<file path="src/rtl/snoop_responder_pkg.sv">
// Shared types and constants for the snoop responder: array geometry, MESI,
// bus-snoop commands, L2->L1 messages and the responder's FSM encoding.
package snoop_responder_pkg;

    localparam int WAYS  = 8;
    localparam int WAY_W = $clog2(WAYS);
    localparam int IDX_W = 15;
    localparam int OFF_W = 6;
    localparam int TAG_W = 32 - IDX_W - OFF_W;

    localparam logic [1:0] SNP_HIT   = 2'd0;
    localparam logic [1:0] SNP_HITM  = 2'd1;
    localparam logic [1:0] SNP_NOHIT = 2'd2;

    typedef enum logic [1:0] {
        MESI_I = 2'd0, MESI_E = 2'd1, MESI_S = 2'd2, MESI_M = 2'd3
    } mesi_e;

    typedef enum logic [3:0] {
        CMD_SNOOP_INVAL  = 4'd3,
        CMD_SNOOPED_RD   = 4'd4,
        CMD_SNOOP_WR     = 4'd5,
        CMD_SNOOP_RDWITM = 4'd6
    } cmd_e;

    typedef enum logic [2:0] {
        L1_NONE = 3'd0, L1_GETLINE = 3'd1, L1_SENDLINE = 3'd2,
        L1_INVALLINE = 3'd3, L1_EVICTLINE = 3'd4
    } l1_msg_e;

    typedef enum logic [1:0] {
        BUS_IDLE = 2'd0, BUS_BREAD = 2'd1, BUS_BWRITE = 2'd2, BUS_BRDWITM = 2'd3
    } bus_op_e;

    typedef logic [2:0] fsm_state_t;
    localparam fsm_state_t ST_IDLE    = 3'd0;
    localparam fsm_state_t ST_LOOKUP  = 3'd1;
    localparam fsm_state_t ST_COMPARE = 3'd2;
    localparam fsm_state_t ST_RESULT  = 3'd3;
    localparam fsm_state_t ST_L1MSG   = 3'd4;
    localparam fsm_state_t ST_WB      = 3'd5;
    localparam fsm_state_t ST_UPDATE  = 3'd6;

    typedef struct packed {
        logic [1:0] result;
        l1_msg_e    msg;
        logic       wb;
        logic       wr;
        mesi_e      new_state;
        logic       err;
    } action_t;

    // Everything a snoop does once the lookup outcome is known.
    function automatic action_t decode_action(logic [3:0] cmd, logic hit, mesi_e mesi);
        action_t a;
        a.result    = SNP_NOHIT;
        a.msg       = L1_NONE;
        a.wb        = 1'b0;
        a.wr        = 1'b0;
        a.new_state = MESI_I;
        a.err       = 1'b0;
        if (hit) begin
            case (cmd)
                CMD_SNOOPED_RD: begin
                    a.result = (mesi == MESI_M) ? SNP_HITM : SNP_HIT;
                    if (mesi == MESI_M) begin
                        a.msg = L1_GETLINE;
                        a.wb  = 1'b1;
                    end
                    a.wr        = (mesi != MESI_S);
                    a.new_state = MESI_S;
                end
                CMD_SNOOP_RDWITM: begin
                    a.result = (mesi == MESI_M) ? SNP_HITM : SNP_HIT;
                    a.msg    = (mesi == MESI_M) ? L1_EVICTLINE : L1_INVALLINE;
                    a.wb     = (mesi == MESI_M);
                    a.wr     = 1'b1;
                end
                CMD_SNOOP_INVAL: begin
                    if (mesi == MESI_S) begin
                        a.result = SNP_HIT;
                        a.msg    = L1_INVALLINE;
                        a.wr     = 1'b1;
                    end else begin
                        a.err = 1'b1;
                    end
                end
                default: ;
            endcase
        end
        return a;
    endfunction

endpackage

</file>
<file path="src/rtl/snoop_responder_way_match.sv">
// Tag compare across all ways with a lowest-way-wins priority encoder.
module snoop_responder_way_match
    import snoop_responder_pkg::*;
(
    input  logic [TAG_W-1:0]      tag,
    input  logic [WAYS*TAG_W-1:0] way_tags,
    input  logic [WAYS*2-1:0]     way_states,
    output logic                  hit,
    output logic [WAY_W-1:0]      hit_way,
    output logic [1:0]            hit_state,
    output logic                  multi_hit
);

    always_comb begin
        // NOTE: every output gets a default before the loop so no latch is inferred.
        hit       = 1'b0;
        hit_way   = '0;
        hit_state = MESI_I;
        multi_hit = 1'b0;
        for (int w = 0; w < WAYS; w++) begin
            if (way_states[w*2 +: 2] != MESI_I && way_tags[w*TAG_W +: TAG_W] == tag) begin
                if (hit) begin
                    multi_hit = 1'b1;
                end else begin
                    hit       = 1'b1;
                    hit_way   = WAY_W'(w);
                    hit_state = way_states[w*2 +: 2];
                end
            end
        end
    end

endmodule

</file>
<file path="src/rtl/snoop_responder.sv">
// Responds to bus snoops for the L2: tag lookup, snoop result, then optional
// L1 message, dirty writeback and MESI update, one snoop at a time.
module snoop_responder
    import snoop_responder_pkg::*;
(
    input  logic                  clk,
    input  logic                  rst,
    input  logic                  snp_valid,
    output logic                  snp_ready,
    input  logic [3:0]            snp_cmd,
    input  logic [31:0]           snp_addr,
    output logic                  arr_rd_en,
    output logic [IDX_W-1:0]      arr_rd_index,
    input  logic [WAYS*TAG_W-1:0] arr_rd_tag,
    input  logic [WAYS*2-1:0]     arr_rd_state,
    output logic                  arr_wr_en,
    output logic [IDX_W-1:0]      arr_wr_index,
    output logic [WAY_W-1:0]      arr_wr_way,
    output logic [1:0]            arr_wr_state,
    output logic                  snp_result_valid,
    output logic [1:0]            snp_result,
    output logic                  l1_msg_valid,
    output logic [2:0]            l1_msg,
    output logic [31:0]           l1_msg_addr,
    input  logic                  l1_msg_ready,
    output logic                  wb_valid,
    output logic [31:0]           wb_addr,
    input  logic                  wb_ready,
    output logic                  err
);

    localparam int LINE_W = 32 - OFF_W;

    fsm_state_t        state_q, state_d;
    logic [3:0]        cmd_q, cmd_d;
    logic [LINE_W-1:0] line_q, line_d;
    logic [1:0]        result_q, result_d;
    logic [WAY_W-1:0]  way_q, way_d;
    logic [2:0]        msg_q, msg_d;
    logic              wb_q, wb_d;
    logic              wr_q, wr_d;
    logic [1:0]        new_state_q, new_state_d;

    logic              hit, multi_hit;
    logic [WAY_W-1:0]  hit_way;
    logic [1:0]        hit_state;
    action_t           act;
    logic              unused_offset;

    assign unused_offset = ^snp_addr[OFF_W-1:0];

    snoop_responder_way_match u_way_match (
        .tag        (line_q[IDX_W +: TAG_W]),
        .way_tags   (arr_rd_tag),
        .way_states (arr_rd_state),
        .hit        (hit),
        .hit_way    (hit_way),
        .hit_state  (hit_state),
        .multi_hit  (multi_hit)
    );

    assign act = decode_action(cmd_q, hit, mesi_e'(hit_state));

    always_comb begin
        state_d     = state_q;
        cmd_d       = cmd_q;
        line_d      = line_q;
        result_d    = result_q;
        way_d       = way_q;
        msg_d       = msg_q;
        wb_d        = wb_q;
        wr_d        = wr_q;
        new_state_d = new_state_q;
        case (state_q)
            ST_IDLE: begin
                if (snp_valid) begin
                    cmd_d   = snp_cmd;
                    line_d  = snp_addr[31:OFF_W];
                    state_d = ST_LOOKUP;
                end
            end
            ST_LOOKUP:  state_d = ST_COMPARE;
            ST_COMPARE: begin
                result_d    = act.result;
                msg_d       = act.msg;
                wb_d        = act.wb;
                wr_d        = act.wr;
                new_state_d = act.new_state;
                way_d       = hit_way;
                state_d     = ST_RESULT;
            end
            // Skip the stages this snoop has no work for; L1 goes before WB so
            // the writeback carries whatever the L1 handed back.
            ST_RESULT: begin
                if (msg_q != L1_NONE) state_d = ST_L1MSG;
                else if (wb_q)        state_d = ST_WB;
                else if (wr_q)        state_d = ST_UPDATE;
                else                  state_d = ST_IDLE;
            end
            ST_L1MSG: begin
                if (l1_msg_ready) state_d = wb_q ? ST_WB : (wr_q ? ST_UPDATE : ST_IDLE);
            end
            ST_WB: begin
                if (wb_ready) state_d = wr_q ? ST_UPDATE : ST_IDLE;
            end
            ST_UPDATE: state_d = ST_IDLE;
            default:   state_d = ST_IDLE;
        endcase
    end

    always_ff @(posedge clk) begin
        // NOTE: sequential state uses non-blocking assignments only; every flop
        // is reset so an aborted snoop leaves nothing stale on the outputs.
        if (rst) begin
            state_q     <= ST_IDLE;
            cmd_q       <= '0;
            line_q      <= '0;
            result_q    <= SNP_NOHIT;
            way_q       <= '0;
            msg_q       <= L1_NONE;
            wb_q        <= 1'b0;
            wr_q        <= 1'b0;
            new_state_q <= MESI_I;
        end else begin
            state_q     <= state_d;
            cmd_q       <= cmd_d;
            line_q      <= line_d;
            result_q    <= result_d;
            way_q       <= way_d;
            msg_q       <= msg_d;
            wb_q        <= wb_d;
            wr_q        <= wr_d;
            new_state_q <= new_state_d;
        end
    end

    assign snp_ready        = (state_q == ST_IDLE);
    assign arr_rd_en        = (state_q == ST_LOOKUP);
    assign arr_rd_index     = line_q[IDX_W-1:0];
    assign err              = (state_q == ST_COMPARE) && (multi_hit || act.err);
    assign snp_result_valid = (state_q == ST_RESULT);
    assign snp_result       = result_q;
    assign l1_msg_valid     = (state_q == ST_L1MSG);
    assign l1_msg           = msg_q;
    assign l1_msg_addr      = {line_q, {OFF_W{1'b0}}};
    assign wb_valid         = (state_q == ST_WB);
    assign wb_addr          = {line_q, {OFF_W{1'b0}}};
    assign arr_wr_en        = (state_q == ST_UPDATE);
    assign arr_wr_index     = line_q[IDX_W-1:0];
    assign arr_wr_way       = way_q;
    assign arr_wr_state     = new_state_q;

endmodule

</file>
<file path="config.mk">
export PLATFORM = sky130hd
export DESIGN_NAME = snoop_responder
export DESIGN_NICKNAME = d
export VERILOG_FILES = /design/src/rtl/snoop_responder_pkg.sv /design/src/rtl/snoop_responder_way_match.sv /design/src/rtl/snoop_responder.sv
export SDC_FILE = /design/constraint.sdc
export NUM_CORES = 1
export LEC_CHECK = 0
export ABC_AREA = 0
export CELL_PAD_IN_SITES_DETAIL_PLACEMENT = 0
export CELL_PAD_IN_SITES_GLOBAL_PLACEMENT = 1
export CORE_AREA = 5 5 171 107
export DETAILED_ROUTE_END_ITERATION = 8
export DIE_AREA = 0 0 176 112
export PLACE_DENSITY = 0.84
export SKIP_CTS_REPAIR_TIMING = 1
export SYNTH_ARGS = -nofsm -noshare
export SYNTH_HDL_FRONTEND = slang
export SYNTH_SLANG_ARGS = --single-unit
</file>
<file path="constraint.sdc">
create_clock -name clk -period 3.6 [get_ports clk]
set_input_delay 0.54 -clock clk [delete_from_list [all_inputs] [get_ports clk]]
set_output_delay 0.54 -clock clk [all_outputs]
set_load 0.02 [all_outputs]
</file>
==> out/results.ini <==
[outcome]
status = complete, no violations

[cells_and_area]
n_fill_cell = 1701
syn_to_final_growth_pct = 74.0
nets = 940
drive_above_1_share_pct = 16.7
final_cell_area_sq_um = 7090
stdcell_count = 1011
layout.area.seq_sq_um = 882
fin_util_pct = 42.5
multi_input_area_sq_um = 2580

[floorplanning]
io_pins = 256
die_width_um = 176
initial_utilization_pct = 24.4
fp-row-count = 37
coreArea_sq_um = 16700
die_area_sq_um = 19700
fp.dieH_um = 112

[global_route]
grt_start_max_net_pins = 42
grt_pass1_vias = 4590
antenna_found_initial = 1
grt_pass1_wl_mm = 26.0
grt_overflow = 0
grt_usage_pct = 16.8

[clock_network]
htreeDepth = 2
clkSlewWorstSetupHoldPaths_ns = 0.06
root_buffer = clkbuf_16
clock_sinks = 44
cts_tree = yes
cts_buffers = 5
clock_path_buffers = 2
clk_latency_ns = 0.29

[pwr]
power_density_nw_per_um2 = 258
max-vdd-ir-drop_mv = 0.131
p_leak_nw = 2.89

[timing]
skew_ns = 0.0164
hold_viol_final = 0
min_period_over_period_pct = 98.1
slew_violations = 0
worst_pin_slew_ns = 1.15
timing.slew.headroom_pct = 23.2
max_freq_mhz = 283
setup_viol = 0
fin_crit_ns = 3.53

[detailed_routing]
vias = 4552
ant_nets = 0
routed_wl_mm = 17.4
dr.pass1.iters = 5
viasPerCell = 4.50
route.detailed.drc = 0
drt-initial-drc-count = 300
wl_per_cell_um = 17.2

[placed_design]
dp_hpwl_mm = 14.4
placed_cell_area_sq_um = 6850
gp_congestion = 0.853
dp.cells = 998
port_buffers = 236

[synth]
synth_edf_count = 0
synth_mux_area_share_pct = 0.491
netlist_area_sq_um = 4070
synth-simple-area-share_pct = 28.6
ys.flop_type = dfxtp_1
synthXorXnorAreaFrac_pct = 19.1
ys_async_sr_fraction_pct = 0
synth_seq_cells = 44
yosysSeqAreaShare_pct = 21.6
synth_compound_area_share_pct = 12.7
synth_fa_ha_area_share_pct = 0
syn_avg_cell_area_sq_um = 7.59
synth_top_family_by_area = simple AND/OR/NAND/NOR gates
yosys_warnings = 0
syn-instance-count = 537
ys_types = 59

[setup_path]
critPathCaptureType = output port
crit_required_ns = 3.06
crit_fanout = 2
critPathKind = in -> out
worstSetupStartpointType = primary input
slowest_delay_ns = 0.41
worstPathArrival_ns = 2.99
path_cells = clkdlybuf4s50_1, xor2_1, nor4_1, nand3_1, or3b_1, a311o_1, o21ai_2, nor2_2, o32ai_2, buf_4
slowest_stage = clkdlybuf4s50_1

[flow_run]
max_cap_viol_count = 0

[min_path]
hold_path_class = reg -> reg

[metal layers]
metal,track usage (%),vias to the layer above,share of wire [%],wire [um]
li1,-,2303,-,-
met1,24.2,2091,49,8470
met2,25.7,153,44,7560
met3,4.65,5,7.4,1290
met4,2.02,0,0.28,48
met5,0,-,0,0
[through the flow]
stage	setup TNS [ns]	total power, W	hold WS (ns)	setup WS, ns
final	0	0.00183	0.467	0.0677
after CTS	-0.621	0.00184	0.471	-0.621
after floorplan	0	0.000964	0.445	0.333
after global routing	-0.0255	0.00192	0.493	-0.0255
after detailed placement	-0.607	0.00135	0.462	-0.607
after global placement	-0.586	0.00135	0.449	-0.586
[where the power goes]
group / switching (W) / internal (W) / total (W)
clock: 0.000201 / 0.000277 / 0.000478
sequential: 0.0000351 / 0.000513 / 0.000548
combinational: 0.000381 / 0.000422 / 0.000803
total: 0.000617 / 0.00121 / 0.00183
[cells in the mapped netlist, types with 2 or more instances]
master	instances	area, sq um
o21ai_0	9	45.0
nor3b_1	3	22.5
nor4_2	6	75.1
nand2_1	81	304
inv_1	9	33.8
nor3_1	7	35.0
xnor2_1	15	131
or4_1	2	15.0
o31ai_1	2	15.0
nor2_1	34	128
nand2b_1	4	25.0
nand4_1	7	43.8
a21oi_1	43	215
nor2b_1	2	12.5
a311o_1	2	20.0
and4_1	3	26.3
or4_4	2	22.5
buf_4	73	548
mux2i_1	2	20.0
nand3_1	7	35.0
and3_1	7	43.8
and2_1	5	31.3
nand3_2	2	20.0
nor4_1	28	175
o21ai_1	4	20.0
or3_1	2	12.5
o31a_1	3	26.3
dfxtp_1	44	881
nor4b_1	5	43.8
a211oi_2	2	25.0
o2111ai_1	2	17.5
buf_6	7	78.8
xor2_1	74	648
a32o_1	2	20.0
clkbuf_1	13	48.8
[registers in the layout (all words and copies together), names as in the netlist]
| name | count |
|---|---|
| line_q | 26 |
| arr_wr_way | 3 |
| l1_msg | 3 |
| snp_result | 2 |
| cmd_q | 4 |
| wr_q | 1 |
| state_q | 3 |
| arr_wr_state | 1 |
| wb_q | 1 |
[area by class of cell]
type,instances,area share [%]
timing repair buffer,332,44.7
tap,214,3.78
sequential,44,12.4
clock inverter,1,0.106
antenna,1,0.0353
inverter,9,0.476
clock buffer,7,2.01
multi-input combinational,403,36.4
[critical path, delay by kind of cell]
| family | cells | cell delay (ns) |
|---|---|---|
| compound gates | 3 | 0.69 |
| simple gates | 4 | 1.01 |
| xor+xnor | 1 | 0.16 |
| buf+inv | 2 | 0.60 |
[worst paths after layout]
kind | slack [ns] | endpoint | cells past startpoint | start
worst max register to register | 0.51 | snp_result[1]$_SDFFE_PP1P_ | 12 | line_q[22]$_SDFFE_PP0P_
worst min register to register | 0.47 | arr_wr_way[1]$_SDFFE_PP0P_ | 2 | arr_wr_way[1]$_SDFFE_PP0P_
worst min-delay path | 0.47 | arr_wr_way[1]$_SDFFE_PP0P_ | 2 | arr_wr_way[1]$_SDFFE_PP0P_
worst max-delay path | 0.07 | err | 10 | arr_rd_tag[41]
[placed cells by master, fill, tap and decap left out, drive strengths merged, types with 2 or more instances in the layout]
cell type and n:
a211oi 2, a21oi 43, a311o 2, a32o 2, and2 6, and3 7, and4 3, buf 98
clkbuf 7, clkdlybuf4s50 232, conb 13, dfxtp 44, dlymetal6s2s 2, inv 9, mux2i 2, nand2 81
nand2b 4, nand3 9, nand4 7, nor2 35, nor2b 2, nor3 9, nor3b 3, nor4 34
nor4b 5, o2111ai 2, o21ai 13, o31a 3, o31ai 3, or3 2, or4 4, xnor2 15
xor2 74
[kinds of logic (layout without fill, tap and decap cells)]
group,Yosys count,after routing
other cells,1,14
simple gates,217,217
flops,44,44
xor+xnor,89,89
buf+inv,102,349
mux,2,2
compound gates,82,82
No activity file was read; power rests on OpenSTA's default activity.
